<file path="src/rtl/ar_rr_arbiter.sv">
// Round-robin arbiter sharing one AXI4 AR master channel among NUM_REQ read engines,
// with a per-requester in-flight burst cap tracked by snooping RLAST. Define AR_ARB_STATS_EN for grant_cnt.
module ar_rr_arbiter #(
  parameter int unsigned NUM_REQ         = 2,
  parameter int unsigned AXI_ADDR_WIDTH  = 64,
  parameter int unsigned AXI_ID_WIDTH    = 4,
  parameter int unsigned MAX_OUTSTANDING = 8
) (
  input  logic                                clk,
  input  logic                                rst,
  input  logic [NUM_REQ-1:0]                  req_arvalid,
  output logic [NUM_REQ-1:0]                  req_arready,
  input  logic [NUM_REQ*AXI_ADDR_WIDTH-1:0]   req_araddr,
  input  logic [NUM_REQ*8-1:0]                req_arlen,
  output logic [NUM_REQ-1:0]                  req_idle,
  output logic                                m_arvalid,
  input  logic                                m_arready,
  output logic [AXI_ADDR_WIDTH-1:0]           m_araddr,
  output logic [7:0]                          m_arlen,
  output logic [AXI_ID_WIDTH-1:0]             m_arid,
  output logic [2:0]                          m_arsize,
  output logic [1:0]                          m_arburst,
  input  logic                                m_rvalid,
  input  logic                                m_rready,
  input  logic                                m_rlast,
  input  logic [AXI_ID_WIDTH-1:0]             m_rid
`ifdef AR_ARB_STATS_EN
  ,
  output logic [NUM_REQ*32-1:0]               grant_cnt
`endif
);

  localparam int unsigned PW = $clog2(NUM_REQ);
  localparam int unsigned CW = $clog2(MAX_OUTSTANDING + 1);
  localparam logic [CW-1:0] MAX_C = CW'(MAX_OUTSTANDING);

  typedef enum logic {S_IDLE, S_SEND} state_e;

  state_e                    state_q, state_d;
  logic [PW-1:0]             ptr_q, ptr_d;
  logic [AXI_ADDR_WIDTH-1:0] addr_q, addr_d;
  logic [7:0]                len_q, len_d;
  logic [AXI_ID_WIDTH-1:0]   id_q, id_d;
  logic [CW-1:0]             cnt_q [NUM_REQ];
  logic [CW-1:0]             cnt_d [NUM_REQ];

  logic [NUM_REQ-1:0]        elig;
  logic [2*NUM_REQ-1:0]      elig_rot;
  logic                      grant_vld;
  logic [PW-1:0]             win;
  logic                      r_last_beat;

  always_comb begin
    elig = '0;
    for (int unsigned i = 0; i < NUM_REQ; i++) begin
      elig[i] = req_arvalid[i] && (cnt_q[i] < MAX_C);
    end
  end

  // Rotating the doubled request vector right by ptr puts the highest-priority requester at bit 0.
  always_comb begin
    int unsigned sum;
    sum       = 0;
    grant_vld = 1'b0;
    win       = '0;
    elig_rot  = {elig, elig} >> ptr_q;
    for (int unsigned i = 0; i < NUM_REQ; i++) begin
      if (!grant_vld && elig_rot[i]) begin
        grant_vld = 1'b1;
        sum       = (32'(ptr_q) + i) % NUM_REQ;
        win       = PW'(sum);
      end
    end
  end

  always_comb begin
    int unsigned nxt;
    nxt         = 0;
    state_d     = state_q;
    ptr_d       = ptr_q;
    addr_d      = addr_q;
    len_d       = len_q;
    id_d        = id_q;
    req_arready = '0;
    m_arvalid   = 1'b0;
    case (state_q)
      S_IDLE: begin
        if (grant_vld) begin
          req_arready[win] = 1'b1;
          addr_d  = req_araddr[32'(win)*AXI_ADDR_WIDTH +: AXI_ADDR_WIDTH];
          len_d   = req_arlen[32'(win)*8 +: 8];
          id_d    = AXI_ID_WIDTH'(win);
          nxt     = (32'(win) + 1) % NUM_REQ;
          ptr_d   = PW'(nxt);
          state_d = S_SEND;
        end
      end
      S_SEND: begin
        m_arvalid = 1'b1;
        if (m_arready) begin
          state_d = S_IDLE;
        end
      end
      default: state_d = S_IDLE;
    endcase
  end

  assign r_last_beat = m_rvalid && m_rready && m_rlast;

  // Simultaneous grant and RLAST for the same requester cancel out; a decrement at zero is dropped.
  always_comb begin
    logic inc, dec;
    inc = 1'b0;
    dec = 1'b0;
    for (int unsigned i = 0; i < NUM_REQ; i++) begin
      inc      = req_arready[i];
      dec      = r_last_beat && (m_rid == AXI_ID_WIDTH'(i)) && (cnt_q[i] != '0);
      cnt_d[i] = cnt_q[i];
      if (inc && !dec) begin
        cnt_d[i] = cnt_q[i] + CW'(1);
      end else if (dec && !inc) begin
        cnt_d[i] = cnt_q[i] - CW'(1);
      end
    end
  end

  always_comb begin
    req_idle = '0;
    for (int unsigned i = 0; i < NUM_REQ; i++) begin
      req_idle[i] = (cnt_q[i] == '0);
    end
  end

  always_ff @(posedge clk) begin
    if (rst) begin
      state_q <= S_IDLE;
      ptr_q   <= '0;
      addr_q  <= '0;
      len_q   <= '0;
      id_q    <= '0;
      for (int unsigned i = 0; i < NUM_REQ; i++) begin
        cnt_q[i] <= '0;
      end
    end else begin
      state_q <= state_d;
      ptr_q   <= ptr_d;
      addr_q  <= addr_d;
      len_q   <= len_d;
      id_q    <= id_d;
      for (int unsigned i = 0; i < NUM_REQ; i++) begin
        cnt_q[i] <= cnt_d[i];
      end
    end
  end

  assign m_araddr  = addr_q;
  assign m_arlen   = len_q;
  assign m_arid    = id_q;
  assign m_arsize  = 3'b100;
  assign m_arburst = 2'b01;

`ifdef AR_ARB_STATS_EN
  logic [31:0] gcnt_q [NUM_REQ];
  logic [31:0] gcnt_d [NUM_REQ];

  always_comb begin
    grant_cnt = '0;
    for (int unsigned i = 0; i < NUM_REQ; i++) begin
      gcnt_d[i] = gcnt_q[i] + (req_arready[i] ? 32'd1 : 32'd0);
      grant_cnt[i*32 +: 32] = gcnt_q[i];
    end
  end

  always_ff @(posedge clk) begin
    for (int unsigned i = 0; i < NUM_REQ; i++) begin
      if (rst) begin
        gcnt_q[i] <= '0;
      end else begin
        gcnt_q[i] <= gcnt_d[i];
      end
    end
  end
`endif

endmodule

</file>
<file path="config.mk">
export PLATFORM = sky130hd
export DESIGN_NAME = ar_rr_arbiter
export DESIGN_NICKNAME = d
export VERILOG_FILES = /design/src/rtl/ar_rr_arbiter.sv
export SDC_FILE = /design/constraint.sdc
export NUM_CORES = 1
export LEC_CHECK = 0
export BUFFER_PORTS_ARGS = -buffer_cell sky130_fd_sc_hd__buf_4
export CAP_MARGIN = 20
export CELL_PAD_IN_SITES_DETAIL_PLACEMENT = 0
export CELL_PAD_IN_SITES_GLOBAL_PLACEMENT = 2
export CORE_UTILIZATION = 20
export CTS_CLUSTER_SIZE = 14
export DETAILED_ROUTE_END_ITERATION = 10
export MAX_ROUTING_LAYER = met4
export PLACE_DENSITY = 0.74
export SYNTH_ARGS = -nofsm -noshare
export SYNTH_HDL_FRONTEND = slang
export SYNTH_SLANG_ARGS = --single-unit
</file>
<file path="constraint.sdc">
create_clock -name clk -period 2.65 [get_ports clk]
set_input_delay 0.3975 -clock clk [delete_from_list [all_inputs] [get_ports clk]]
set_output_delay 0.3975 -clock clk [all_outputs]
set_load 0.02 [all_outputs]
</file>
After elaboration in Yosys (flattened, before gate mapping):

Memories as Yosys holds them, arrays and structs flattened.
Index checks and enable logic that the tools add are counted.

* bits in registers: 75
* memory bits (writable): 8
* input port bits: 156
* memories kept: 1

* add/sub/neg operators: 6
* magnitude comparators: 4
* equal/unequal tests: 1
* shift operators: 3
* multiplexer cells: 21
* bitwise logic cells: 3
* reductions and logical operators: 25

Memory list
* cnt_q: words 2, width 4, rd ports 2, clocked after memory_dff 0, wr ports 2, line 44 `logic [CW-1:0] cnt_q [NUM_REQ];`

Operators by type and width (count)
* indexed part select 128 x 8 -> 64 bit: 1
* two-way mux 4 bit: 6
* indexed part select 16 x 5 -> 8 bit: 1
* logical AND 1 bit: 14
* logical NOT 4 bit: 3
* two-way mux 1 bit: 11
* adder 4 x 1 -> 4 bit (second input constant): 2
* less-than comparator 4 bit (second input constant): 2
* nonzero test 4 bit: 2
* subtractor 4 x 1 -> 4 bit (second input constant): 2
* logical NOT 1 bit: 5
* == test 4 x 1 -> 1 bit (second input constant): 1
* two-way mux 2 bit: 2
* right shift 4 x 1 -> 2 bit: 1
* adder 1 bit (second input constant): 2
* less-than comparator 1 x 2 -> 1 bit (second input constant): 1
* bitwise OR 1 bit: 2
* case mux 1 bit (2 select lines): 1
* AND reduction 2 bit: 1
* demux 1 bit (select 1 bit): 1
* greater-or-equal comparator 1 bit (second input constant): 1
* inverter 1 bit: 1

Longest topological paths before layout:

An unclocked memory read counts as a cell.

* depth after elaboration: 19
* depth in mapped cells: 11
* gate-level depth less buffers: 10

Least setup slack after synthesis:

OpenSTA, ideal clock, no wires.

* path type: register to register
* start: memory cnt_q[0][3] in the netlist's numbering
* end: memory cnt_q[0][3] in the netlist's numbering
* setup time: 121 ps
* arrival time: 2659 ps
* data required time: 2529 ps
* slack: -130 ps
* cell stages (with the launch flop): 10
* path buffers: 0
* period minus slack after synthesis: 2780 ps
* cells stage by stage: dfxtp_1 -> nor4_1 -> or4b_2 -> ha_1 -> inv_1 -> ha_1 -> a21oi_1 -> a211oi_1 -> a31oi_1 -> mux2_2

RTL lines (line)
* start, declared: 44

==> flow_summary_export.csv <==
group,metric,value,unit
sta,rsz0062_at_grt,"yes",
hold_path,hold_class,"in -> reg",
sta,setup_violations,0,
die,core,17480,µm²
drt,wl_per_cell,14.36,µm
clock_tree,clkSlewWorstSetupHoldPaths,0.06,ns
clock_tree,cts-root-buf,"clkbuf_16",
synthesis,syn-cell-area,3610,µm²
synthesis,ys_seq_area_frac,0.4603,
synthesis,ys_types,33,
pwr,leakage,2.632,nW
final_layout,antennaDiodeCount,0,
drt,vias,3656,
drt,drt-initial-drc-count,351,
clock_tree,clock_sinks,83,
clock_tree,tritoncts.num_buffers,9,
sta,min_period,2.569,ns
setup_path,cp-end-kind,"flop",
die,dieWidth,136.3,µm
sta,finalHoldViolCount,0,
pwr,power_density,926.6,nW/µm²
place,portBuffers,233,
synthesis,synth_top_area_cell,"dfxtp_1",
global_routing,grt_start_max_net_pins,68,
final_layout,nNetsFinal,736,
clock_tree,htreeDepth,3,
job,max-cap-violations,0,
drt,routed_wl,11520,µm
global_routing,grt_usage,0.1220,
setup_path,cp_data_required_time,2.87,ns
setup_path,cp.arrival,2.79,ns
setup_path,worst-r2r-setup-slack,0.08,ns
die,dieHeight,136.3,µm
die,die-area,18590,µm²
global_routing,grt_pass1_vias,3437,
setup_path,crit_end,"cnt_q[0][3]$_SDFFE_PP0P_",
global_routing,antenna_found_initial,0,
setup_path,crit_path_start_kind,"flop",
final_layout,syn_to_final_growth,61.98,%
synthesis,ys_seq_elements,83,
drt,first_pass_iters,7,
synthesis,syn_area_per_cell,10.23,µm²
final_layout,drive_above_1_share,0.4801,
place,gp_congestion,0.7366,
setup_path,cp_max_fo,4,
final_layout,fillers,1782,
sta,slew_viol_final,0,
setup_path,worstSetupStartpoint,"cnt_q[0][0]$_SDFFE_PP0P_",
die,start_util,0.2065,
drt,viasPerCell,4.559,
die,pin_count,242,
die,placementRows,48,
synthesis,yosysWarningCount,0,
clock_tree,clk_latency,0.33,ns
setup_path,r2r_start,"cnt_q[0][0]$_SDFFE_PP0P_",
global_routing,grt_pass1_wl,17130,µm
synthesis,synth_top_area_frac,0.4603,
setup_path,r2r_cells,10,
synthesis,postSynthCellCount,353,
sta,max_freq,0.3893,GHz
sta,holdWs,0.3220,ns
place,hpwlAfterDp,8413,µm
sta,slew_headroom,0.5112,
sta,skew,0.009141,ns
run_status,status,"finished, final reports clean",
clock_tree,clockBufferDepth,2,
global_routing,grt_overflow_total,0,
clock_tree,cts_tree,"done",
pwr,power,5.417,mW
setup_path,critical_path_class,"reg -> reg",
pwr,irDropWorstVdd,0.3229,mV
drt,drc,0,
setup_path,r2r-end,"cnt_q[0][3]$_SDFFE_PP0P_",
sta,fin_crit_sh,0.9693,
synthesis,synthTopCellsByArea,"dfxtp_1 46%, a222oi_1 15%, nor2_1 9.0%",
drt,ant_nets,0,
sta,tightestPinTransition,0.7333,ns
[cell type report]
cell class                      count  area, µm²  share of cell area
Timing Repair Buffer              243       1837              0.3141
Tap cell                          225      281.5             0.04815
Multi-Input combinational cell    232       1703              0.2912
Clock inverter                      4      97.59             0.01669
Clock buffer                       12      246.5             0.04216
Sequential cell                    83       1670              0.2857
Inverter                            3      11.26            0.001926
[per-stage QoR]
step	utilization	cell area (µm²)	setup TNS (ns)	instances	worst slack, ns
floorplan	-	3645	0	359	0.009354
global placement	0.3126	5463	-0.1390	785	-0.1390
detailed placement	0.3126	5463	-0.2709	785	-0.2709
CTS	0.3326	5813	0	801	0.009042
global route	0.3346	5847	-0.01765	802	-0.01765
finish	0.3346	5847	0	802	0.08145
[registers in the layout (all words and copies together) (netlist names)]
register / flops
m_araddr: 64
cnt_q: 8
m_arlen: 8
m_arid: 1
ptr_q: 1
state_q: 1
[per-layer routing]
metal  GRT usage  vias up  wire, µm
met5           -        -         0
li1            -     1775         -
met1      0.1409     1685      4694
met2      0.2047      182      5700
met3     0.02573       14       926
met4     0.04877        0       196
[critical path, stage by stage (launching register included)]
cell and delay [ns]:
dfxtp_4 0.38, nor4_2 0.06, or4b_2 0.62, ha_2 0.21
inv_2 0.07, buf_4 0.12, ha_1 0.24, nand3_2 0.10
a211oi_1 0.08, a31oi_1 0.21, mux2_2 0.36
[report_power, final]
| part | switching [mW] | internal, mW |
|---|---|---|
| Sequential | 0.203 | 1.54 |
| Clock | 0.500 | 0.948 |
| Combinational | 1.19 | 1.04 |
[timing repair]
item,4_1_cts,5_1_grt
hold buffers,0,0
buffers inserted,0,1
pin swaps,0,2
setup endpoints to repair,1,2
gates resized for setup,3,7
[synthesized netlist by cell type, drive strengths merged]
| cell type | count |
|---|---|
| nand3b | 1 |
| mux2i | 21 |
| nor4 | 2 |
| a222oi | 53 |
| nand4b | 1 |
| xnor2 | 2 |
| a311oi | 1 |
| nand3 | 2 |
| conb | 2 |
| fa | 2 |
| xor2 | 2 |
| nand2b | 3 |
| nor3b | 1 |
| a21oi | 8 |
| dfxtp | 83 |
| a21o | 1 |
| buf | 28 |
| nor2b | 2 |
| a211oi | 21 |
| clkbuf | 13 |
| mux2 | 2 |
| ha | 6 |
| nor3 | 2 |
| inv | 3 |
| a31oi | 2 |
| or4b | 1 |
| nor2 | 88 |
[kinds of logic (layout without fill, tap and decap cells)]
family          Yosys count  count (layout)  share of synthesized area
mux                      23              23                    0.06447
buf+inv                  44             262                    0.08562
simple gates            103             103                     0.1314
other cells               2               8                   0.002080
compound gates           86              86                     0.2146
fa+ha+maj                 8               8                    0.03189
flops                    83              83                     0.4603
xor+xnor                  4               4                   0.009707
[how the worst min path moves through the flow]
stage | slack (ns) | end | depth (start not counted) | from
global route | 0.32 | m_araddr[7]$_SDFFE_PP0P_ | 3 | req_araddr[7]
floorplan | 0.51 | cnt_q[0][6]$_SDFFE_PP0P_ | 2 | cnt_q[0][6]$_SDFFE_PP0P_
global placement | 0.47 | m_arid[0]$_SDFFE_PP0P_ | 2 | m_arid[0]$_SDFFE_PP0P_
detailed placement | 0.49 | m_araddr[13]$_SDFFE_PP0P_ | 2 | m_araddr[13]$_SDFFE_PP0P_
CTS | 0.30 | m_araddr[26]$_SDFFE_PP0P_ | 3 | req_araddr[26]
finish | 0.32 | m_araddr[38]$_SDFFE_PP0P_ | 3 | req_araddr[38]
[layout by cell type (no fill, tap or decap), drive strengths merged]
cell / instances
clkbuf: 12
nor4: 2
conb: 8
nand2b: 3
dfxtp: 83
nor3: 2
ha: 6
a21oi: 8
a31oi: 2
mux2i: 21
a21o: 1
fa: 2
nand3b: 1
mux2: 2
a222oi: 53
buf: 243
nand3: 2
clkinvlp: 1
a211oi: 21
a311oi: 1
nor3b: 1
nand4b: 1
xnor2: 2
nor2: 88
xor2: 2
inv: 3
bufinv: 3
or4b: 1
nor2b: 2
(Power assumes the default switching activity.)
